===== src/rtl/truth_table_probe_pkg.sv =====
// Shared types and helpers for the truth-table probe: sweep states, table
// geometry and the row-to-ID bit mapping used by the gate-naming convention.
package truth_table_pkg;

    localparam int NUM_ROWS = 8;
    localparam int ID_W     = 8;
    localparam int ROW_W    = $clog2(NUM_ROWS);

    typedef enum logic [1:0] {
        IDLE   = 2'd0,
        SETTLE = 2'd1,
        DONE   = 2'd2
    } probe_state_e;

    // Row 000 lands in the MSB so the ID reads left-to-right like the table.
    function automatic logic [ROW_W-1:0] row_to_bit(input logic [ROW_W-1:0] r);
        return ROW_W'(NUM_ROWS - 1) - r;
    endfunction

endpackage


===== src/rtl/truth_table_probe_if.sv =====
// Handshake and probe bus between the characterizer and whoever drives it;
// dut_out comes back from the gate under test and may be asynchronous.
interface truth_table_probe_if;

    logic       start;
    logic       abort;
    logic [7:0] expected_id;
    logic [2:0] stim;
    logic       dut_out;
    logic       busy;
    logic       done;
    logic       id_valid;
    logic [7:0] truth_id;
    logic       match;

    modport master (
        output start, abort, expected_id, dut_out,
        input  stim, busy, done, id_valid, truth_id, match
    );

    modport slave (
        input  start, abort, expected_id, dut_out,
        output stim, busy, done, id_valid, truth_id, match
    );

endinterface


===== src/rtl/truth_table_probe_sync.sv =====
// Multi-flop synchronizer for the gate output, which has no timing
// relationship to clk.
module bit_synchronizer #(
    parameter int STAGES = 2
) (
    input  logic clk,
    input  logic rst_n,
    input  logic din,
    output logic dout
);

    logic [STAGES-1:0] chain;

    always_ff @(posedge clk or negedge rst_n) begin
        if (!rst_n) begin
            chain <= '0;
        end else begin
            chain[0] <= din;
            for (int i = 1; i < STAGES; i++) begin
                chain[i] <= chain[i-1];
            end
        end
    end

    assign dout = chain[STAGES-1];

endmodule


===== src/rtl/truth_table_probe.sv =====
// Sweeps all eight input rows through an external 3-input gate, samples its
// output after a settle window and assembles the 0xNN truth-table ID.
module truth_table_probe
    import truth_table_pkg::*;
#(
    parameter int SETTLE_CYCLES = 4,
    parameter int SYNC_STAGES   = 2
) (
    input  logic                clk,
    input  logic                rst_n,
    truth_table_probe_if.slave  bus
);

    localparam int CNT_W = (SETTLE_CYCLES > 1) ? $clog2(SETTLE_CYCLES) : 1;
    localparam logic [CNT_W-1:0] LAST_CNT = CNT_W'(SETTLE_CYCLES - 1);
    localparam logic [ROW_W-1:0] LAST_ROW = ROW_W'(NUM_ROWS - 1);

    generate
        if (SYNC_STAGES < 1) begin : g_bad_sync
            $error("truth_table_probe: SYNC_STAGES must be at least 1");
        end
        if (SETTLE_CYCLES < SYNC_STAGES + 1) begin : g_bad_settle
            $error("truth_table_probe: SETTLE_CYCLES must be at least SYNC_STAGES+1");
        end
    endgenerate

    logic [1:0]       rst_pipe;
    logic             rst_int_n;
    logic             sampled;

    probe_state_e     state;
    logic [ROW_W-1:0] row;
    logic [CNT_W-1:0] cnt;
    logic [ID_W-1:0]  exp_q;
    logic [ID_W-1:0]  id_q;
    logic [2:0]       stim_q;
    logic             busy_q;
    logic             done_q;
    logic             valid_q;
    logic             match_q;

    // Reset asserts immediately but releases on a clock edge so the FSM
    // never sees a runt deassertion.
    always_ff @(posedge clk or negedge rst_n) begin
        if (!rst_n) begin
            rst_pipe <= 2'b00;
        end else begin
            rst_pipe <= {rst_pipe[0], 1'b1};
        end
    end

    assign rst_int_n = rst_pipe[1];

    bit_synchronizer #(
        .STAGES (SYNC_STAGES)
    ) u_sync (
        .clk   (clk),
        .rst_n (rst_n),
        .din   (bus.dut_out),
        .dout  (sampled)
    );

    always_ff @(posedge clk or negedge rst_int_n) begin
        if (!rst_int_n) begin
            state   <= IDLE;
            row     <= '0;
            cnt     <= '0;
            exp_q   <= '0;
            id_q    <= '0;
            stim_q  <= '0;
            busy_q  <= 1'b0;
            done_q  <= 1'b0;
            valid_q <= 1'b0;
            match_q <= 1'b0;
        end else begin
            done_q <= 1'b0;
            unique case (state)
                IDLE: begin
                    if (bus.start && !bus.abort) begin
                        exp_q   <= bus.expected_id;
                        id_q    <= '0;
                        valid_q <= 1'b0;
                        match_q <= 1'b0;
                        row     <= '0;
                        cnt     <= '0;
                        stim_q  <= '0;
                        busy_q  <= 1'b1;
                        state   <= SETTLE;
                    end
                end

                SETTLE: begin
                    if (bus.abort) begin
                        stim_q <= '0;
                        busy_q <= 1'b0;
                        state  <= IDLE;
                    end else if (cnt == LAST_CNT) begin
                        id_q[row_to_bit(row)] <= sampled;
                        cnt <= '0;
                        if (row == LAST_ROW) begin
                            stim_q <= '0;
                            busy_q <= 1'b0;
                            state  <= DONE;
                        end else begin
                            row    <= row + ROW_W'(1);
                            stim_q <= row + ROW_W'(1);
                        end
                    end else begin
                        cnt <= cnt + CNT_W'(1);
                    end
                end

                DONE: begin
                    // The last row is already in id_q here, so the compare is final.
                    if (!bus.abort) begin
                        done_q  <= 1'b1;
                        valid_q <= 1'b1;
                        match_q <= (id_q == exp_q);
                    end
                    state <= IDLE;
                end

                default: begin
                    stim_q <= '0;
                    busy_q <= 1'b0;
                    state  <= IDLE;
                end
            endcase
        end
    end

    assign bus.stim     = stim_q;
    assign bus.busy     = busy_q;
    assign bus.done     = done_q;
    assign bus.id_valid = valid_q;
    assign bus.truth_id = id_q;
    assign bus.match    = match_q;

endmodule


===== src/flat_wrapper.sv =====
// flat-port wrapper written by rule: the top's interface ports become plain ports
module truth_table_probe_flat import truth_table_pkg::*;
#(
    parameter int SETTLE_CYCLES = 4,
    parameter int SYNC_STAGES   = 2
)
  (clk, rst_n, bus_start, bus_abort, bus_expected_id, bus_dut_out, bus_stim, bus_busy, bus_done, bus_id_valid, bus_truth_id, bus_match);
  truth_table_probe_if bus_i ();
  input  logic clk;
  input  logic rst_n;
  input wire logic [$bits(bus_i.start)-1:0] bus_start;
  input wire logic [$bits(bus_i.abort)-1:0] bus_abort;
  input wire logic [$bits(bus_i.expected_id)-1:0] bus_expected_id;
  input wire logic [$bits(bus_i.dut_out)-1:0] bus_dut_out;
  output wire logic [$bits(bus_i.stim)-1:0] bus_stim;
  output wire logic [$bits(bus_i.busy)-1:0] bus_busy;
  output wire logic [$bits(bus_i.done)-1:0] bus_done;
  output wire logic [$bits(bus_i.id_valid)-1:0] bus_id_valid;
  output wire logic [$bits(bus_i.truth_id)-1:0] bus_truth_id;
  output wire logic [$bits(bus_i.match)-1:0] bus_match;
  assign bus_i.start = bus_start;
  assign bus_i.abort = bus_abort;
  assign bus_i.expected_id = bus_expected_id;
  assign bus_i.dut_out = bus_dut_out;
  assign bus_stim = bus_i.stim;
  assign bus_busy = bus_i.busy;
  assign bus_done = bus_i.done;
  assign bus_id_valid = bus_i.id_valid;
  assign bus_truth_id = bus_i.truth_id;
  assign bus_match = bus_i.match;
  truth_table_probe #(.SETTLE_CYCLES(SETTLE_CYCLES), .SYNC_STAGES(SYNC_STAGES)) u_core (.clk(clk), .rst_n(rst_n), .bus(bus_i));
endmodule

===== config.mk =====
export PLATFORM = sky130hd
export DESIGN_NAME = truth_table_probe_flat
export DESIGN_NICKNAME = d
export VERILOG_FILES = /design/src/rtl/truth_table_probe_pkg.sv /design/src/rtl/truth_table_probe_if.sv /design/src/rtl/truth_table_probe_sync.sv /design/src/rtl/truth_table_probe.sv /design/src/flat_wrapper.sv
export SDC_FILE = /design/constraint.sdc
export NUM_CORES = 1
export LEC_CHECK = 0
export CAP_MARGIN = 40
export CORE_ASPECT_RATIO = 0.9
export CORE_MARGIN = 2
export CORE_UTILIZATION = 30
export DETAILED_ROUTE_END_ITERATION = 12
export SLEW_MARGIN = 20
export SYNTH_ARGS = -nofsm -noshare
export SYNTH_HDL_FRONTEND = slang
export SYNTH_HIERARCHICAL = 1
export SYNTH_SLANG_ARGS = --single-unit

===== constraint.sdc =====
create_clock -name clk -period 1.05 [get_ports clk]
set_input_delay 0.105 -clock clk [delete_from_list [all_inputs] [get_ports clk]]
set_output_delay 0.105 -clock clk [all_outputs]
set_load 0.02 [all_outputs]

After elaboration in Yosys (flattened, before gate mapping)
Index checks and enable logic that the tools add are counted.

Register bits: 34. Output and inout port bits: 15. Logic and storage cells: 81.

Bitwise gates (word level): 1. Equal/unequal tests: 12. $lt $le $gt $ge: 2. Muxes and demuxes: 37. Add/subtract/negate cells: 3. Reductions and logical operators: 14.

Operators by type and width (number): $mux W8 (3); $mux W3 (7); $pmux W8 S2 (1); $mux W2 (7); $reduce_and A3 Y1 (4); $mux W1 (10); $pmux W3 S3 (1); $bwmux W8 (1); $eq A8 B8 Y1 (1); $pmux W2 S2 (2); $reduce_and A4 Y1 (2); $ne A2 B2 Y1 const B (3); $ne A3 B2 Y1 const B (2); $pmux W3 S2 (1); $reduce_and A5 Y1 (1); $eq A2 B2 Y1 const B (2); $lt A3 B4 Y1 const B (1); $ne A2 B1 Y1 const B (2); $pmux W1 S2 (2); $reduce_bool A2 Y1 (2); $add A3 B1 Y3 const B (1); $demux W1 S3 (1); $eq A3 B3 Y1 const B (1); $ge A3 B1 Y1 const B (1); 9 further kinds (10).

Depth between registers and ports, before layout
Gate-level depths: netlist of run 1.

Depth after elaboration: 9. Gate-level depth with buffers: 5.

Modules after synthesis
The synthesis of run 1 kept the hierarchy.

Modules (own cells, without submodules): truth_table_probe (cells an instance 159, area an instance 1632.8 um^2, times used 1); bit_synchronizer (cells an instance 2, area an instance 50.0 um^2, times used 1).

Least setup slack after synthesis of run 1
Ideal clock, no wire load.

Path kind: register to register. Start: reg u_core.row[1]. End: reg u_core.row[2]. Slack: -0.641 ns. Clock period less this slack: 1.691 ns. Data required time: 0.925 ns. Arrival: 1.566 ns. Setup time: 0.125 ns. Stages on the path, launching flop included: 6. Cell sequence: dfrtp_1 -> ha_1 -> ha_1 -> nand3b_1 -> a211oi_2 -> mux2_2.

Cells in the longest elaborated chain, start to end: 5. Elaborated cells between the ends (all ways): 8. Classes of those cells: add/sub (1); eq/ne (2); mux (4); reduce/logical (1).

Ends and longest elaborated chain: from (decl) (line truth_table_probe.sv:32) `logic [ROW_W-1:0] row;`; from (signal assigned) (line truth_table_probe.sv:105) `row <= row + ROW_W'(1);`; $add A3 B1 Y3 (line truth_table_probe.sv:105); $mux W3 (line truth_table_probe.sv:100) `if (row == LAST_ROW) begin`; $mux W3 (line truth_table_probe.sv:97) `end else if (cnt == LAST_CNT) begin`; $mux W3 (line truth_table_probe.sv:93) `if (bus.abort) begin`; $pmux W3 S2 (line truth_table_probe.sv:77) `unique case (state)`.

Several ways; a longest one is shown, not always the timed one. The select of a mux whose other input is x is not followed. A chain may end at the register's enable or synchronous reset.

Worst setup path after layout of run 1
Start: reg u_core.row[0]. End: reg u_core.row[2].

Same word-level chain as after synthesis.

==> results of run 1 <==
[worst max path at each step]
stage / startpoint / to / slack (ns) / cells past startpoint
floorplan: u_core/row[1] / u_core/row[2] / -0.54 / 5
global placement: bus_abort / u_core/bus.truth_id[7] / -0.58 / 5
detailed placement: bus_abort / u_core/bus.truth_id[6] / -0.61 / 5
CTS: u_core/row[0] / u_core/row[2] / -0.56 / 5
global route: u_core/row[0] / u_core/row[2] / -0.62 / 5
finish: u_core/row[0] / u_core/row[2] / -0.56 / 5
[logic make-up (layout without fill, tap and decap cells)]
group | count (synthesis) | in the layout | share of synthesized area, %
other | 1 | 1 | 0.223
AO/OA/AOI/OAI | 27 | 27 | 13.6
adder cells (fa/ha/maj) | 3 | 3 | 2.23
AND/OR/NAND/NOR | 61 | 61 | 20.4
flip-flops | 34 | 34 | 50.6
buffers and inverters | 23 | 107 | 6.32
XOR/XNOR | 8 | 8 | 4.16
multiplexers | 4 | 4 | 2.45
[layout make-up]
cell class	count	share of cell area [%]
Inverter	12	1.54
Sequential cell	34	29.3
Tap cell	67	2.87
Timing Repair Buffer	87	26.2
Clock inverter	3	1.54
Clock buffer	5	2.36
Multi-Input combinational cell	104	36.2
[state kept, by name, summed over array words and instances, names as in the netlist, 2 cells and up]
| register | flops |
|---|---|
| u_core/u_sync/chain | 2 |
| u_core/bus.truth_id | 8 |
| u_core/cnt | 2 |
| u_core/rst_pipe | 2 |
| u_core/row | 3 |
| u_core/state | 2 |
| u_core/bus.stim | 3 |
| u_core/exp_q | 8 |
[critical path, cell delays in order, from the launching register on]
cell and delay (ns):
dfrtp_1 0.38, ha_2 0.20, ha_4 0.16, nand3b_1 0.17
a211oi_2 0.27, mux2_4 0.32
[power groups by stage]
stage	logic, W	registers [W]	clock network [W]
3_5_place_dp	0.000714	0.00153	0
3_3_place_gp	0.000705	0.00153	0
2_1_floorplan	0.000436	0.00155	0
5_1_grt	0.00111	0.00154	0.00130
6_report	0.00105	0.00152	0.00123
4_1_cts	0.000939	0.00151	0.00126
[metal layers]
layer  GRT usage, %  vias up
li1               -      729
met1           20.6      735
met2           26.6       28
met3           3.40        8
met4           3.83        0
met5              0        -
[stage by stage]
stage | util [%] | cell area, um2
global placement | 44.9 | 2390
CTS | 53.3 | 2840
floorplan | - | 1840
finish | 54.9 | 2920
detailed placement | 44.9 | 2390
global route | 54.9 | 2920
[synthesized netlist by cell type (2+ instances only)]
cell,n
dfrtp_1,34
nand2_1,33
inv_1,12
xnor2_1,8
a2111oi_0,6
buf_2,6
o22ai_1,6
nand3b_1,5
nor2_1,4
or3b_1,4
ha_1,3
mux2i_1,3
nand4_1,3
o32ai_1,3
a2111oi_2,2
a22o_1,2
clkbuf_1,2
o2bb2ai_1,2
o31ai_1,2
or3_1,2
[what timing repair did]
item | in CTS | in global routing
setup buffers | 18 | 3
endpoints found under the hold margin | 0 | 0
pin swaps | 33 | 16
setup endpoints to repair | 45 | 37
gates cloned | 2 | 0
resized for setup | 98 | 36
==> key figures, run 1 <==
Status
  • Outcome: finished, violations left
  • Failing checks: negative setup slack

Clocking
  • TritonCTS clock tree: built
  • Clock transition at path regs: roughly 0.080 ns
  • Htree depth: 2
  • CTS sink count: 34
  • CTS root buffer: clkbuf_8
  • Total CTS buffers: 5
  • Hold-fix buffers, CTS: 0
  • CTS max path bufs: 2
  • Worst skew pair latency: roughly 0.29 ns

Final layout
  • Share of layout cells above drive strength 1: between 50 and 60%
  • Fill cells: 450
  • # nets final: 260
  • Non-Filler Instances: 312
  • Sequential cell area: 855 um2
  • Area of the multi-input gates: ~0.0011 mm2
  • Commonest non-fill, non-tap cell in the layout: buf_4
  • Commonest non-fill, non-tap cells in the layout: 41 x buf_4, 31 x dfrtp_1, 19 x nand2_2, 14 x buf_6, 14 x buf_2
  • P&R area growth vs syn: 73.5%
  • Ant diodes: 0

Routing
  • Drt initial violations: 68
  • DRC: 0
  • WL met3: ~140 um
  • Routed length on met2: 2230 um
  • Via density: between 4 and 5
  • Wire length per cell: approximately 15 um
  • Highest routed metal layer: met4
  • Final ANT Viol Nets: 0
  • DR pass1 iterations: 4
  • Met1 WL: between 2000 and 2500 um
  • Post-Route WL: approximately 4700 um
  • Vias: around 1,500

Pwr
  • Int Power: 0.00272 W
  • Peak VDD IR: 0.000793 V
  • Share of power burned in registers: between 40% and 50%
  • Pwr/cell area: 1300 mW/mm2
  • Clock power frac: around 32%
  • Sw Ratio: between 20% and 30%
  • Pwr Total: ~0.0038 W
  • Leak: about 1.3 nW
  • Logic pwr share: between 20% and 30%
  • P_sw: around 0.0011 W

Logic synthesis
  • Seq/Total Area, Yosys: 50.6%
  • #FFs+latches synth: 34
  • Cells after Synth: 161
  • Synth area leaders: dfrtp_1 51%, nand2_1 7.4%, xnor2_1 4.2%
  • Synth Cell Area: between 0.0015 and 0.002 mm2
  • Post-synth EDFFs: 0
  • Post-synth ARST share: 100%
  • Top_reg_cell synth: dfrtp_1
  • Synth unique cells: 39
  • Post-synth top area share: around half
  • Synth Area per Inst: between 10 and 15 um2
  • Ys Warns: 6
  • Cell taking the most area after synthesis: dfrtp_1
  • Post-Syn Nets: 177

Worst setup path
  • Worst R2R Path Depth: 5
  • Critical Path Start Type: flop
  • CP Max Fanout: 2
  • RR Startpoint: u_core/row[0]
  • R2r endpoint: u_core/row[2]
  • CP Capture Type: flop
  • Reg2Reg Setup Slack: -0.56 ns
  • Critical path class: reg2reg
  • Critical path arrival: between 1.5 and 2 ns
  • Worst EP required: about 1.2 ns

STA
  • Fin. max-slew vios: 0
  • Setup ws final: -0.562 ns
  • Max frequency: just over 0.6 GHz
  • RSZ-0062 raised after global routing: true
  • Skew final: about 0.0084 ns
  • Final min period: 1.61 ns
  • Final setup vio count: 30
  • Hold Violations, Final: 0
  • Setup TNS: -11.59 ns
  • Tcrit/Tclk final: 154%
  • Worst hold slack: about 0.0049 ns

Die
  • Core area: between 0.005 and 0.006 mm2
  • IO Pins: 28
  • Num rows: 25
  • Die height: 75.1 um
  • Die X: ~83 um
  • Die area: 0.00623 mm2
  • Initial core utilization: 31.6%

Placement
  • DP HPWL: between 2000 and 3000 um
  • Pre-CTS WS: -0.611 ns
  • Inst Count DP: 285
  • Gpl congestion: 0.799
  • I/O Buffers: 27

Global route
  • GRT Overall Usage: between 10% and 20%
  • Largest net degree at the start of global routing: 20
  • GR Overflow Total: 0
  • Global-route wire length before repair: approximately 7600 um
  • Vias in the first global route: about 1,500
  • Initial antenna violation count: 0

Run
  • Max Cap Violations: 0

Hold path
  • Worst Hold Class: in2async
No activity file was read; power rests on OpenSTA's default activity.
==> inputs of run 2 (changes only) <==
--- a/config.mk
+++ b/config.mk
@@ -5,7 +5,7 @@
 export SDC_FILE = /design/constraint.sdc
 export NUM_CORES = 1
 export LEC_CHECK = 0
-export CAP_MARGIN = 40
+export CAP_MARGIN = 15
 export CORE_ASPECT_RATIO = 0.9
 export CORE_MARGIN = 2
 export CORE_UTILIZATION = 30
==> results of run 2 <==
The final DEF is identical to that of run 1; final timing and power are the same.
==> inputs of run 3 (changes only) <==
--- a/config.mk
+++ b/config.mk
@@ -10,6 +10,7 @@
 export CORE_MARGIN = 2
 export CORE_UTILIZATION = 30
 export DETAILED_ROUTE_END_ITERATION = 12
+export GPL_ROUTABILITY_DRIVEN = 0
 export SLEW_MARGIN = 20
 export SYNTH_ARGS = -nofsm -noshare
 export SYNTH_HDL_FRONTEND = slang
==> results of run 3 <==
The final DEF is identical to that of run 1; final timing and power are the same.
